[src/rtl/ball_engine_pkg.sv]
// Shared Pong field, ball and paddle constants, FSM state type and paddle helpers.
// Used by the ball engine, the paddle controllers and the renderer.
package ball_engine_pkg;

  localparam int unsigned SCREEN_W    = 800;
  localparam int unsigned SCREEN_H    = 480;
  localparam int unsigned BALL_SIZE   = 6;
  localparam int unsigned PADDLE_STEP = 16;
  localparam int unsigned PADDLE_H    = 64;
  localparam int unsigned POS_MAX     = 25;
  localparam int unsigned LEFT_PAD_X  = 18;
  localparam int unsigned RIGHT_PAD_X = 782;

  localparam logic [9:0] BALL_X_MAX    = 10'(SCREEN_W - BALL_SIZE);
  localparam logic [8:0] BALL_Y_MAX    = 9'(SCREEN_H - BALL_SIZE);
  localparam logic [9:0] CENTRE_X      = 10'((SCREEN_W - BALL_SIZE) / 2);
  localparam logic [8:0] CENTRE_Y      = 9'((SCREEN_H - BALL_SIZE) / 2);
  localparam logic [9:0] AI_FACE_X     = 10'(RIGHT_PAD_X - BALL_SIZE);
  localparam logic [9:0] PLAYER_FACE_X = 10'(LEFT_PAD_X);

  typedef enum logic [1:0] {
    ST_IDLE       = 2'd0,
    ST_SERVE_WAIT = 2'd1,
    ST_PLAY       = 2'd2,
    ST_GAME_OVER  = 2'd3
  } state_e;

  // Paddle top edge in px; out-of-range positions clamp to POS_MAX (max 400, fits 10 bits).
  function automatic logic [9:0] paddle_top(input logic [7:0] pos);
    logic [9:0] p;
    p = (pos > 8'(POS_MAX)) ? 10'(POS_MAX) : {2'b00, pos};
    return 10'(p * PADDLE_STEP);
  endfunction

  function automatic logic paddle_hit(input logic [8:0] y, input logic [7:0] pos);
    logic [9:0] top;
    logic [9:0] yy;
    top = paddle_top(pos);
    yy  = {1'b0, y};
    return ((yy + 10'(BALL_SIZE)) > top) && (yy < (top + 10'(PADDLE_H)));
  endfunction

endpackage

[src/rtl/ball_engine_tick.sv]
// Free-running TICK_DIV divider; tick_o is high for the single cycle the count is TICK_DIV-1.
module pong_tick #(
  parameter int unsigned TICK_DIV = 100000
) (
  input  logic clk_i,
  input  logic rst_i,
  output logic tick_o
);

  localparam int unsigned CW = (TICK_DIV > 1) ? $clog2(TICK_DIV) : 1;

  logic [CW-1:0] cnt_q;
  logic [CW-1:0] cnt_d;

  assign tick_o = (cnt_q == CW'(TICK_DIV - 1));

  always_comb begin
    cnt_d = tick_o ? '0 : cnt_q + 1'b1;
  end

  always_ff @(posedge clk_i) begin
    if (rst_i) cnt_q <= '0;
    else       cnt_q <= cnt_d;
  end

endmodule

[src/rtl/ball_engine.sv]
// Pong ball engine: serve/play/game-over FSM, ball motion, wall and paddle bounces, scoring.
// Original uppercase port names are kept so the renderer and paddle controllers hook up unchanged.
module ball_engine
  import ball_engine_pkg::*;
#(
  parameter int unsigned TICK_DIV    = 100000,
  parameter int unsigned SERVE_DELAY = 50,
  parameter int unsigned WIN_SCORE   = 9
) (
  input  logic       CLOCK,
  input  logic       RESET,
  input  logic       SERVE,
  input  logic [7:0] PLAYER_POS,
  input  logic [7:0] AI_POS,
  output logic [9:0] BALL_X,
  output logic [8:0] BALL_Y,
  output logic [3:0] SCORE_PLAYER,
  output logic [3:0] SCORE_AI,
  output logic       GAME_OVER
);

  localparam int unsigned SC_W = (SERVE_DELAY > 1) ? $clog2(SERVE_DELAY) : 1;

  state_e         state_q, state_d;
  logic [SC_W-1:0] serve_cnt_q, serve_cnt_d;
  logic [9:0]     x_q, x_d;
  logic [8:0]     y_q, y_d;
  logic           right_q, right_d;
  logic           down_q, down_d;
  logic [3:0]     score_p_q, score_p_d;
  logic [3:0]     score_a_q, score_a_d;
  logic           tick;
  logic           ai_hit, pl_hit;

  pong_tick #(.TICK_DIV(TICK_DIV)) u_tick (
    .clk_i  (CLOCK),
    .rst_i  (RESET),
    .tick_o (tick)
  );

  assign ai_hit = paddle_hit(y_q, AI_POS);
  assign pl_hit = paddle_hit(y_q, PLAYER_POS);

  always_comb begin
    state_d     = state_q;
    serve_cnt_d = serve_cnt_q;
    x_d         = x_q;
    y_d         = y_q;
    right_d     = right_q;
    down_d      = down_q;
    score_p_d   = score_p_q;
    score_a_d   = score_a_q;

    unique case (state_q)
      ST_IDLE: begin
        if (SERVE) begin
          state_d     = ST_SERVE_WAIT;
          serve_cnt_d = '0;
        end
      end
      ST_SERVE_WAIT: begin
        if (tick) begin
          if (serve_cnt_q == SC_W'(SERVE_DELAY - 1)) begin
            state_d     = ST_PLAY;
            serve_cnt_d = '0;
          end else begin
            serve_cnt_d = serve_cnt_q + 1'b1;
          end
        end
      end
      ST_PLAY: begin
        if (tick) begin
          x_d = right_q ? x_q + 10'd1 : x_q - 10'd1;
          y_d = down_q  ? y_q + 9'd1  : y_q - 9'd1;
          // Wall and paddle flips are independent so a corner hit applies both.
          if (!down_q && y_q == '0) begin
            down_d = 1'b1;
            y_d    = y_q;
          end else if (down_q && y_q == BALL_Y_MAX) begin
            down_d = 1'b0;
            y_d    = y_q;
          end
          if (right_q && x_q == AI_FACE_X && ai_hit) begin
            right_d = 1'b0;
            x_d     = x_q;
          end else if (!right_q && x_q == PLAYER_FACE_X && pl_hit) begin
            right_d = 1'b1;
            x_d     = x_q;
          end
          if (right_q && x_q == BALL_X_MAX) begin
            score_p_d   = score_p_q + 4'd1;
            x_d         = CENTRE_X;
            y_d         = CENTRE_Y;
            right_d     = 1'b1;
            serve_cnt_d = '0;
            state_d     = (score_p_d == 4'(WIN_SCORE)) ? ST_GAME_OVER : ST_SERVE_WAIT;
          end else if (!right_q && x_q == '0) begin
            score_a_d   = score_a_q + 4'd1;
            x_d         = CENTRE_X;
            y_d         = CENTRE_Y;
            right_d     = 1'b0;
            serve_cnt_d = '0;
            state_d     = (score_a_d == 4'(WIN_SCORE)) ? ST_GAME_OVER : ST_SERVE_WAIT;
          end
        end
      end
      ST_GAME_OVER: begin
        if (SERVE) begin
          score_p_d   = '0;
          score_a_d   = '0;
          right_d     = 1'b1;
          serve_cnt_d = '0;
          state_d     = ST_SERVE_WAIT;
        end
      end
      default: state_d = ST_IDLE;
    endcase
  end

  always_ff @(posedge CLOCK) begin
    if (RESET) begin
      state_q     <= ST_IDLE;
      serve_cnt_q <= '0;
      x_q         <= CENTRE_X;
      y_q         <= CENTRE_Y;
      right_q     <= 1'b1;
      down_q      <= 1'b1;
      score_p_q   <= '0;
      score_a_q   <= '0;
    end else begin
      state_q     <= state_d;
      serve_cnt_q <= serve_cnt_d;
      x_q         <= x_d;
      y_q         <= y_d;
      right_q     <= right_d;
      down_q      <= down_d;
      score_p_q   <= score_p_d;
      score_a_q   <= score_a_d;
    end
  end

  assign BALL_X       = x_q;
  assign BALL_Y       = y_q;
  assign SCORE_PLAYER = score_p_q;
  assign SCORE_AI     = score_a_q;
  assign GAME_OVER    = (state_q == ST_GAME_OVER);

endmodule
[config.mk]
export PLATFORM = sky130hd
export DESIGN_NAME = ball_engine
export DESIGN_NICKNAME = d
export VERILOG_FILES = /design/src/rtl/ball_engine_pkg.sv /design/src/rtl/ball_engine_tick.sv /design/src/rtl/ball_engine.sv
export SDC_FILE = /design/constraint.sdc
export NUM_CORES = 1
export LEC_CHECK = 0
export CORE_ASPECT_RATIO = 2
export CORE_UTILIZATION = 62
export CTS_CLUSTER_DIAMETER = 80
export CTS_CLUSTER_SIZE = 14
export DETAILED_ROUTE_END_ITERATION = 7
export GPL_TIMING_DRIVEN = 0
export HOLD_SLACK_MARGIN = 0.1
export PLACE_DENSITY = 0.91
export SLEW_MARGIN = 20
export SYNTH_ARGS = -nofsm -noshare
export SYNTH_HDL_FRONTEND = slang
export SYNTH_SLANG_ARGS = --single-unit
[constraint.sdc]
create_clock -name CLOCK -period 6 [get_ports CLOCK]
set_input_delay 0.6 -clock CLOCK [delete_from_list [all_inputs] [get_ports CLOCK]]
set_output_delay 0.6 -clock CLOCK [all_outputs]
set_load 0.02 [all_outputs]
==> impl_results.md <==
- CP peak stage delay: 0.48 ns
- YS warnings: 0
- Async set-reset flop share out of synthesis: 0
- Row cnt: 41
- Count leader, synth: nor2_1
- Crit Path Class: register to register
- Cell Chain, Critical Path: inv_1 -> ha_1 -> nor2b_1 -> a31oi_1 -> or2_2 -> ha_1 -> and4_1 -> and3_1 -> a311o_1 -> o311ai_1 -> a31oi_4 -> buf_4 -> mux2i_1 -> nand2_1
- Longest Clk Path Bufs: 2
- Final setup violation count: 0
- Fin nets: 638
- Core ar.: 0.006310 mm²
- # H-tree levels: 2
- Relative slew slack: 0.5645
- Main synth FF type: dfxtp_1
- Min cycle time layout: 3.865 ns
- Post-CTS Hold Buffers: 0
- VDD IR max: 0.0002515 V
- Gate family responsible for the most delay along the worst path: compound AO/OA/AOI/OAI gates
- Worst-skew pair later-pin latency: 0.29 ns
- CTS tree: done
- Post-DRT Antenna Nets: 0
- Crit start category: register
- First-pass GRT wire length: 17,480 µm
- Most frequent cells after synthesis: 69 x nor2_1, 54 x dfxtp_1, 41 x ha_1
- Initial DRC Count: 174
- Final Power: 0.9447 mW
- Worst Path Buf+Inv: 2
- Drt total wl: 10,650 µm
- WL/cell: 16.07 µm
- PwrDens: 196.5 mW/mm²
- Pin count of the biggest net entering global routing: 18
- Boundary pin count: 47
- Least-Margin Pin Slew: 0.6441 ns
- Maximum clock rate: 258.8 MHz
- Post-synth EDFFs: 0
- Share of layout cells above drive strength 1: 0.03466
- All-Layer GR Usage: 0.3263
- Setup TNS: 0 ns
- Avg Cell Area, Syn: 7.816 µm²
- GP Congestion: 0.8891
- Synth Instances: 522
- Synth cell types: 67
- CTS resizes: 0
- Initial Util: 0.6466
- Die width: 59.36 µm
- Root Buffer Master: clkbuf_16
- P&R area growth vs syn: 17.82%
- Hold Crit Class: register to register
- DRC: 0
- Vias in the first global route: 4,120
- Cell taking the most area after synthesis: dfxtp_1
- Cell mode on critical path: ha_1
- Seq cells post-synth: 54
- Synth top area share: 0.2649
- Crit path max fanout: 10
- Pleak: 1.981 nW
- Max_cap viols: 0
- RSZ-0062 raised after global routing: no
- Max Slew Vio Count: 0
- DP Area: 0.004652 mm²
- Slowest CP cell: dfxtp_1
- Die height: 116.7 µm
- CTS sink cnt: 54
- Crit share post-route: 0.6441
- Initial antenna violation count: 0
- Vias per cell: 6.187
- DR pass1 iterations: 4
- Final cell count without fillers: 663
- Status: finished clean
- Cells after DPL: 655
- Cts bufs inserted: 5
- Synthesized cell area: 0.004080 mm²
- CP arrival: 4.03 ns
- Finished Cell Area: 0.004807 mm²
- CP Data Required Time: 6.17 ns
- Die footprint: 0.006929 mm²
- Synth top area cells: dfxtp_1 26%, ha_1 13%, nor2_1 6.3%
- Clock transition at the registers of the reported paths: 0.07 ns
- Diodes inserted: 0
- Count of port buffers added during placement: 46
- Clk_skew: 0.005534 ns
- Fin. Hold Viols: 0
- Post-CTS Setup Repair Bufs: 0
- DR vias: 4,102
- Worst Setup End Kind: register
- Post-DP HPWL: 8233 µm
- Sequential area share after synthesis: 0.2649
- Gr ovfl total: 0
- Fin Hold WS: 0.5048 ns
-- flip-flops by register name (all words and copies together), names as in the netlist --
signal        cells
BALL_X           10
BALL_Y            9
SCORE_AI          4
SCORE_PLAYER      4
down_q            1
right_q           1
serve_cnt_q       6
state_q           2
u_tick.cnt_q     17
-- final cells by class --
cell class	instances	area, µm²
clock buffers	6	138.9
clock inverters	2	16.27
inverters	25	93.84
multi-input cells	430	2848
fillers	489	1503
well taps	86	107.6
flip-flops and latches	54	1081
plain buffers	14	61.31
repair buffers	46	460.4
-- cells in the final DEF, fill, tap and decap left out, drive strengths merged, types with 3 or more instances in the layout --
cell type	count
a21o	7
a21oi	33
a31oi	7
and2	6
and3	14
buf	3
clkbuf	17
clkdlybuf4s50	46
dfxtp	54
ha	41
inv	26
mux2i	4
nand2	40
nand2b	3
nand3	27
nand3b	5
nand4	8
nor2	69
nor2b	8
nor3	20
nor4	10
o211ai	6
o21a	4
o21ai	28
o221ai	3
or2	3
or3	6
or4	3
xnor2	19
xor2	16
-- path summary, 6_finish.rpt --
path                                                 start                    endpoint  slack [ns]  depth (start not counted)
worst min-delay path            u_tick.cnt_q[0]$_SDFF_PP0_  u_tick.cnt_q[0]$_SDFF_PP0_        0.50                          1
worst min register to register  u_tick.cnt_q[0]$_SDFF_PP0_  u_tick.cnt_q[0]$_SDFF_PP0_        0.50                          1
worst max register to register      BALL_Y[1]$_SDFFE_PP0P_      BALL_X[2]$_SDFFE_PP1P_        2.14                         14
worst max-delay path                BALL_Y[1]$_SDFFE_PP0P_      BALL_X[2]$_SDFFE_PP1P_        2.14                         14
-- stage by stage --
stage                     setup slack, ns  utilization
final                               2.135       0.7618
after global routing                1.908       0.7618
after CTS                           2.165       0.7618
after detailed placement            2.134       0.7373
after floorplan                     2.563            -
after global placement              2.174       0.7373
-- routing by layer --
layer / routed length [µm] / up-vias / GRT usage
met1: 3759 / 1931 / 0.3110
met5: 0 / - / 0
met2: 5946 / 136 / 0.6060
li1: - / 1995 / -
met4: 500 / 0 / 0.2286
met3: 446 / 40 / 0.05094
-- logic make-up (layout without fill, tap and decap cells) --
| kind of cell | Yosys count | in the layout | synth area share |
|---|---|---|---|
| xor gates and xnor gates | 35 | 35 | 0.07513 |
| other | 1 | 2 | 0.0009191 |
| DFF | 54 | 54 | 0.2650 |
| buffers and inverters | 39 | 93 | 0.03802 |
| AOI/OAI and AO/OA | 111 | 111 | 0.1757 |
| and+or+nand+nor | 235 | 235 | 0.2999 |
| muxes | 4 | 4 | 0.009813 |
| adders and majority gates | 43 | 43 | 0.1355 |
-- report_power, final --
group | internal (mW) | leakage [nW] | switching [mW] | total, mW
registers | 0.376 | 0.437 | 0.0254 | 0.401
clock network | 0.168 | 0.0735 | 0.135 | 0.303
logic | 0.0950 | 1.47 | 0.145 | 0.240
total | 0.639 | 1.98 | 0.306 | 0.945
(Power assumes the default switching activity.)
